File: src/rtl/progressive_crossfader.sv
// Two-channel crossfader: a sel-driven FSM ramps a blend weight alpha between
// channel a (alpha=0) and channel b (alpha=2^FRAC_W), feeding a 2-stage blend pipeline.
module progressive_crossfader #(
    parameter int DATA_W     = 11,
    parameter int FRAC_W     = 4,
    parameter int STEP_TICKS = 1
) (
    input  logic                             clk,
    input  logic                             reset,
    input  logic                             sample_en,
    input  logic                             sel,
    input  logic signed [DATA_W-1:0]         data_a,
    input  logic signed [DATA_W-1:0]         data_b,
    output logic signed [DATA_W+FRAC_W-1:0]  output_data,
    output logic                             out_valid,
    output logic        [FRAC_W:0]           alpha,
    output logic                             busy
);

    localparam int OUT_W  = DATA_W + FRAC_W;
    localparam int FULL_W = DATA_W + FRAC_W + 3;

    localparam logic [FRAC_W:0] ALPHA_ZERO   = '0;
    localparam logic [FRAC_W:0] ALPHA_ONE    = (FRAC_W+1)'(1);
    localparam logic [FRAC_W:0] ALPHA_MAX    = (FRAC_W+1)'(1 << FRAC_W);
    localparam logic [FRAC_W:0] ALPHA_TOP_M1 = (FRAC_W+1)'((1 << FRAC_W) - 1);
    localparam logic [7:0]      TICK_LAST    = 8'(STEP_TICKS - 1);

    typedef enum logic [1:0] {
        HOLD_A,
        RAMP_UP,
        HOLD_B,
        RAMP_DOWN
    } state_t;

    state_t                    r_state;
    logic [7:0]                r_tick;
    logic [FRAC_W:0]           r_alpha;
    logic                      r_busy;

    logic signed [DATA_W-1:0]  r_s1_a;
    logic signed [DATA_W:0]    r_s1_diff;
    logic        [FRAC_W:0]    r_s1_alpha;
    logic                      r_s1_valid;
    logic signed [OUT_W-1:0]   r_out;
    logic                      r_out_valid;

    logic signed [FULL_W-1:0]  w_a_scaled;
    logic signed [FULL_W-1:0]  w_diff_ext;
    logic signed [FULL_W-1:0]  w_alpha_ext;
    logic signed [FULL_W-1:0]  w_sum;

    // NOTE: state is updated with <= so every branch sees the pre-edge values of r_alpha/r_tick.
    always_ff @(posedge clk or negedge reset) begin
        if (!reset) begin
            r_state <= HOLD_A;
            r_tick  <= '0;
            r_alpha <= ALPHA_ZERO;
            r_busy  <= 1'b0;
        end else if (sample_en) begin
            case (r_state)
                HOLD_A: begin
                    if (sel) begin
                        r_state <= RAMP_UP;
                        r_tick  <= '0;
                        r_busy  <= 1'b1;
                    end
                end
                HOLD_B: begin
                    if (!sel) begin
                        r_state <= RAMP_DOWN;
                        r_tick  <= '0;
                        r_busy  <= 1'b1;
                    end
                end
                RAMP_UP: begin
                    if (!sel) begin
                        r_state <= RAMP_DOWN;
                        r_tick  <= '0;
                    end else if (r_tick == TICK_LAST) begin
                        r_tick <= '0;
                        // Clamp covers a reversal entered straight from HOLD_B at full scale.
                        if (r_alpha >= ALPHA_TOP_M1) begin
                            r_alpha <= ALPHA_MAX;
                            r_state <= HOLD_B;
                            r_busy  <= 1'b0;
                        end else begin
                            r_alpha <= r_alpha + ALPHA_ONE;
                        end
                    end else begin
                        r_tick <= r_tick + 8'd1;
                    end
                end
                RAMP_DOWN: begin
                    if (sel) begin
                        r_state <= RAMP_UP;
                        r_tick  <= '0;
                    end else if (r_tick == TICK_LAST) begin
                        r_tick <= '0;
                        if (r_alpha <= ALPHA_ONE) begin
                            r_alpha <= ALPHA_ZERO;
                            r_state <= HOLD_A;
                            r_busy  <= 1'b0;
                        end else begin
                            r_alpha <= r_alpha - ALPHA_ONE;
                        end
                    end else begin
                        r_tick <= r_tick + 8'd1;
                    end
                end
                default: begin
                    r_state <= HOLD_A;
                    r_tick  <= '0;
                    r_alpha <= ALPHA_ZERO;
                    r_busy  <= 1'b0;
                end
            endcase
        end
    end

    // Full-width signed arithmetic; the true blend always lies between a and b, so truncation is exact.
    assign w_a_scaled  = FULL_W'(r_s1_a) <<< FRAC_W;
    assign w_diff_ext  = FULL_W'(r_s1_diff);
    assign w_alpha_ext = FULL_W'({1'b0, r_s1_alpha});
    assign w_sum       = w_a_scaled + w_diff_ext * w_alpha_ext;

    // NOTE: pipeline registers are reset too so output_data reads 0 straight out of reset.
    always_ff @(posedge clk or negedge reset) begin
        if (!reset) begin
            r_s1_a      <= '0;
            r_s1_diff   <= '0;
            r_s1_alpha  <= '0;
            r_s1_valid  <= 1'b0;
            r_out       <= '0;
            r_out_valid <= 1'b0;
        end else begin
            r_s1_valid <= sample_en;
            if (sample_en) begin
                r_s1_a     <= data_a;
                r_s1_diff  <= (DATA_W+1)'(data_b) - (DATA_W+1)'(data_a);
                r_s1_alpha <= r_alpha;
            end
            r_out_valid <= r_s1_valid;
            if (r_s1_valid) begin
                r_out <= OUT_W'(w_sum);
            end
        end
    end

    assign output_data = r_out;
    assign out_valid   = r_out_valid;
    assign alpha       = r_alpha;
    assign busy        = r_busy;

endmodule

File: config.mk
export PLATFORM = sky130hd
export DESIGN_NAME = progressive_crossfader
export DESIGN_NICKNAME = d
export VERILOG_FILES = /design/src/rtl/progressive_crossfader.sv
export SDC_FILE = /design/constraint.sdc
export NUM_CORES = 1
export LEC_CHECK = 0
export CORE_MARGIN = 8
export CORE_UTILIZATION = 65
export CTS_BUF_LIST = sky130_fd_sc_hd__clkbuf_2 sky130_fd_sc_hd__clkbuf_4 sky130_fd_sc_hd__clkbuf_8
export DETAILED_ROUTE_END_ITERATION = 7
export GPL_TIMING_DRIVEN = 0
export PLACE_DENSITY = 0.95
export RECOVER_POWER = 25
export SLEW_MARGIN = 40
export SYNTH_ARGS = -nofsm -noshare
export SYNTH_HDL_FRONTEND = slang
export SYNTH_SLANG_ARGS = --single-unit
export TNS_END_PERCENT = 100
File: constraint.sdc
create_clock -name clk -period 10.1 [get_ports clk]
set_clock_uncertainty 0.2 [all_clocks]
set_input_delay 2.02 -clock clk [delete_from_list [all_inputs] [get_ports clk]]
set_output_delay 2.02 -clock clk [all_outputs]
set_load 0.02 [all_outputs]
Word-level counts from Yosys, hierarchy flattened
Index checks and enable logic that the tools add are counted.
{ "word_totals": {"regBits": 61, "inputBits": 26, "output_inout_bits": 22, "wordCells": 71} }
{ "op_classes": {"add_sub_neg": 5, "mul": 1, "magnitude_cmp": 2, "n_eq_ne": 15, "n_mux": 31, "reduce_logical": 7} }
{ "op_table": {"columns": ["op", "n"], "rows": [
  ["$mux W8", 5],
  ["$pmux W8 S4", 1],
  ["$mux W5", 6],
  ["$mux W2", 8],
  ["$ne A2 B2 Y1 const B", 8],
  ["$add A15 B15 Y15", 1],
  ["$mul A12 B6 Y15", 1],
  ["$ne A3 B3 Y1 const B", 4],
  ["$sub A11 B11 Y12", 1],
  ["$pmux W5 S2", 1],
  ["$reduce_and A9 Y1", 1],
  ["$add A8 B1 Y8 const B", 1],
  ["$logic_not A8 Y1", 1],
  ["$mux W1", 8],
  ["$pmux W2 S4", 1],
  ["$reduce_and A7 Y1", 1],
  ["$reduce_and A6 Y1", 1],
  ["$add A5 B1 Y5 const B", 1],
  ["$ge A5 B4 Y1 const B", 1],
  ["$le A5 B1 Y1 const B", 1],
  ["$sub A5 B1 Y5 const B", 1],
  ["$eq A2 B2 Y1 const B", 2],
  ["$pmux W1 S4", 1],
  ["$reduce_and A3 Y1", 1],
  ["3 further kinds", 3]
]} }

Longest topological paths before layout
{ "logic_depth": {"word_depth": 5, "mapped_depth": 17, "depth_no_buf": 16} }

Worst setup path before layout
Ideal clock, no wire load.
{ "synth_timing": {"path_type": "flip-flop to flip-flop", "startpoint": "register r_s1_alpha[2]", "endpoint": "register r_out[14], in the netlist output_data[14]", "setup_time_ns": 0.137, "t_arrival_ns": 4.243, "setup_slack_ns": 5.520, "stages_incl_launch_ff": 18, "n_path_buf": 1, "period_less_slack_ns": 4.580, "cell_sequence": "dfrtp_1 clkbuf_1 and2_1 fa_1 inv_1 fa_1 inv_1 fa_1 inv_1 fa_1 inv_1 fa_1 a21oi_1 o21ai_0 nand2b_1 a221oi_2 xnor2_1 a21oi_1"} }
{ "synth_between": {"elab_chain_cells": 2} }
{ "synth_lines": {"columns": ["element", "line_no", "source"], "rows": [
  ["start, declared", "43", "logic [FRAC_W:0] r_s1_alpha;"],
  ["start signal, assigned", "141", "r_s1_alpha <= r_alpha;"],
  ["$mul A12 B6 Y15", "125", "assign w_sum = w_a_scaled + w_diff_ext * w_alpha_ext;"],
  ["$add A15 B15 Y15", "125", null],
  ["end signal, assigned", "145", "r_out <= OUT_W'(w_sum);"],
  ["end, declared", "45", "logic signed [OUT_W-1:0] r_out;"]
]} }
No other way between the ends.
A chain may end at the register's enable or synchronous reset.

Worst setup path in the final report
Same ends and word-level chain as after synthesis.

==> run_results.csv <==
group,metric,value,unit
placed_design,place_congestion,0.9244,
timing,layout_min_cycle_time,5.186,ns
cells_and_area,layoutNonFillerInstCount,739,
synth,postSynth.asyncResetShare,100.0,%
timing,setup_total_negative_slack,0,ns
cells_and_area,design.final.nets,745,
critical_path,worst_setup_path_start_kind,"flop",
placed_design,place.detailed.instances,723,
placed_design,numPortBuffers,46,
power,report.power.total,1.854,mW
clock_network,clk_path_buf_depth,2,
routing,post-route-drc-count,0,
power,leakage_power,2.964,nW
placed_design,hpwl,9.719,mm
synth,synth_seq_area_share,28.39,%
cells_and_area,area_growth_syn_to_layout,14.22,%
floorplan,die_x,106.9,um
critical_path,critical_path_arrival,5.20,ns
routing,dr.pass1.iters,5,
synth,yosysUniqueCellTypes,54,
cells_and_area,cell_area_after_layout,6141,sq um
clock_network,clock_sinks,61,
cells_and_area,insertedDiodeCount,0,
routing,detail-route-antenna-nets,0,
run_status,run_status,"finished, violations left",
synth,cell_area_after_technology_mapping,5376,sq um
synth,synth.net_count,687,
clock_network,clk_transition_reported_paths,0.08,ns
clock_network,cts.repair.resized,0,
floorplan,initial_cell_density_of_the_core,66.10,%
floorplan,design.core.area,8134,sq um
critical_path,required,10.12,ns
floorplan,die-area,11440,sq um
timing,fmax,192.8,MHz
clock_network,cts_tree,"done",
critical_path,crit_fanout,10,
run,max_cap_violations,1,
grt,grt_use_total,23.61,%
routing,vias,4295,
synth,synthesis.area_per_instance,9.416,sq um
clock_network,cts-hold-fix-buffers,0,
timing,timing.max_slew.rel_slack,-53.37,%
timing,report.final.slew_viol_count,44,
clock_network,clk_latency,0.36,ns
grt,grt_first_pass_wirelength,21.54,mm
power,max-vdd-ir-drop,0.0001627,V
cells_and_area,layout-drive-gt1-share,7.256,%
synth,synth-main-ff-cell,"dfrtp_1",
run_status,failed_checks,"max-capacitance violations, max-slew violations",
clock_network,cts_max_level,3,
timing,report.final.setup_viol,0,
timing,rsz0062_at_grt,"false",
placed_design,placement.cell_area,5986,sq um
timing,final-hold-violation-count,0,
cells_and_area,final_util,75.50,%
clock_network,cts_made_buffers,9,
timing,worstMarginPinSlew,2.301,ns
synth,netlist_instances,571,
floorplan,io_pins,48,
floorplan,std_cell_rows,33,
synth,yosys_warnings,0,
critical_path,setup.worst_path.class,"reg -> reg",
power,power.density_cell_area,301.9,nW/um^2
routing,via_count_normalized_by_instance_count,5.812,
grt,grt_antenna_before_repair,0,
grt,pin_count_of_the_biggest_net_entering_global_routing,44,
synth,ys_ff_latch,61,
critical_path,worstSetupEndpointType,"flop",
synth,synth_enable_flop_cells,0,
hold_path,min_path_type,"reg -> reg",
clock_network,post_cts_buffers,0,
grt,number_of_global_route_vias_before_repair,4607,
clock_network,clk_root_buf,"clkbuf_8",
routing,detailedRoute.firstIterationViolations,238,
timing,final.period_utilization,51.34,%
floorplan,die_y_extent,106.9,um
routing,route.final.wire_length,12.63,mm
routing,post_drt_wl_per_cell,17.09,um
grt,grt.overflow.total,0,
-- synth_stat cells (all sizes together) (2+ instances only) --
cell type  number  share of area, %
nand2          39               2.8
xor2            8               1.3
and3            2              0.23
nor2b           4              0.47
a221oi          3              0.61
xnor2          16               2.6
mux2           16               3.4
inv            92               6.4
a31oi           2              0.23
nor3           10              0.93
clkbuf         15               1.0
fa             43                16
nor2           34               2.7
nand3b          2              0.28
o31ai           6              0.84
o21a            7              0.98
a21oi          23               2.1
mux2i           2              0.37
o41ai           2              0.67
nor4            4              0.47
and2           54               6.3
dfrtp          61                28
nor3b           4              0.56
a21o            4              0.56
nand3           6              0.56
a21boi          4              0.56
buf             4              0.49
nand4           7              0.81
nand2b          5              0.58
ha             47                11
a22oi           2              0.37
o21ai          28               2.6
-- cell type report --
type / count / area [sq um]
multi-input combinational: 399 / 3422
fill: 520 / 1993
sequential: 61 / 1526
timing repair buffer: 47 / 457.9
inverter: 92 / 345.3
clock buffer: 11 / 138.9
tap: 105 / 131.4
buffer: 19 / 82.58
clock inverter: 5 / 36.28
-- cell families (layout without fill, tap and decap cells) --
group           after synthesis  after routing  synth area share [%]
compound gates               93             93                 11.73
flops                        61             61                 28.39
simple gates                174            174                 17.34
xor+xnor                     24             24                 3.910
mux                          18             18                 3.723
buf+inv                     111            174                 7.959
fa+ha+maj                    90             90                 26.95
-- stage by stage --
step                setup slack, ns  hold slack, ns
floorplan                     5.520          0.1519
global placement              4.804          0.1582
detailed placement            4.951          0.1846
CTS                           4.929          0.2034
global route                  4.678          0.2443
finish                        4.914          0.2179
-- sequential cells by signal, summed over array words and instances (netlist names) --
name	flops
output_data	15
r_s1_diff	12
r_s1_a	11
r_tick	8
alpha	5
r_s1_alpha	5
r_state	2
busy	1
out_valid	1
r_s1_valid	1
-- power breakdown --
| part | internal, mW | leakage, nW | switching, mW | total, mW |
|---|---|---|---|---|
| clock | 0.0950 | 0.0828 | 0.111 | 0.206 |
| combinational | 0.560 | 2.13 | 0.706 | 1.27 |
| sequential | 0.318 | 0.755 | 0.0646 | 0.383 |
-- routing by layer --
layer	wire, um	track usage, %	vias up
met5	0	0	-
met4	598	14.77	0
met3	686	4.319	53
met2	6447	40.81	155
met1	4900	26.46	2109
li1	-	-	1978
-- critical path, stage by stage (launching register included) --
cell,delay [ns]
dfrtp_1,0.43
clkbuf_1,0.23
and2_1,0.21
fa_1,0.54
inv_1,0.05
fa_1,0.48
inv_1,0.07
fa_1,0.53
inv_1,0.05
fa_1,0.49
inv_1,0.07
fa_1,0.47
a21oi_1,0.27
o21ai_0,0.21
nand2b_1,0.24
a221oi_2,0.27
xnor2_1,0.15
a21oi_1,0.09
-- placed cells by master (no fill, tap or decap), types with 2 or more instances in the layout --
| cell | count |
|---|---|
| inv_1 | 91 |
| and2_1 | 53 |
| a21boi_0 | 4 |
| a31oi_1 | 2 |
| clkbuf_4 | 2 |
| clkbuf_8 | 9 |
| nand3_1 | 6 |
| a21o_1 | 4 |
| nand2b_1 | 5 |
| xor2_1 | 8 |
| dfrtp_1 | 61 |
| o21ai_0 | 28 |
| ha_1 | 47 |
| a221oi_1 | 2 |
| nor2b_1 | 4 |
| a21oi_1 | 23 |
| clkdlybuf4s50_1 | 45 |
| nand3b_1 | 2 |
| nor4_1 | 4 |
| nor3_1 | 10 |
| o21a_1 | 7 |
| nor3b_1 | 4 |
| xnor2_1 | 16 |
| mux2_2 | 16 |
| clkinvlp_4 | 3 |
| nand2_1 | 38 |
| nand4_1 | 7 |
| clkbuf_1 | 17 |
| o31ai_1 | 6 |
| buf_2 | 3 |
| nor2_1 | 33 |
| fa_1 | 43 |
| mux2i_1 | 2 |
| and3_1 | 2 |
-- path summary, 6_finish.rpt --
path / startpoint / end / slack, ns / depth (start not counted)
setup reg to reg: r_s1_alpha[2]$_DFFE_PN0P_ / output_data[14]$_DFFE_PN0P_ / 4.91 / 17
setup / recovery: r_s1_alpha[2]$_DFFE_PN0P_ / output_data[14]$_DFFE_PN0P_ / 4.91 / 17
hold / removal: r_s1_valid$_DFF_PN0_ / out_valid$_DFF_PN0_ / 0.22 / 0
min in group asynchronous: reset / output_data[5]$_DFFE_PN0P_ / 1.62 / 1
hold reg to reg: r_s1_valid$_DFF_PN0_ / out_valid$_DFF_PN0_ / 0.22 / 0
max in group asynchronous: reset / r_s1_diff[9]$_DFFE_PN0P_ / 5.37 / 2
Note: power is estimated with default switching activity, not from simulation.
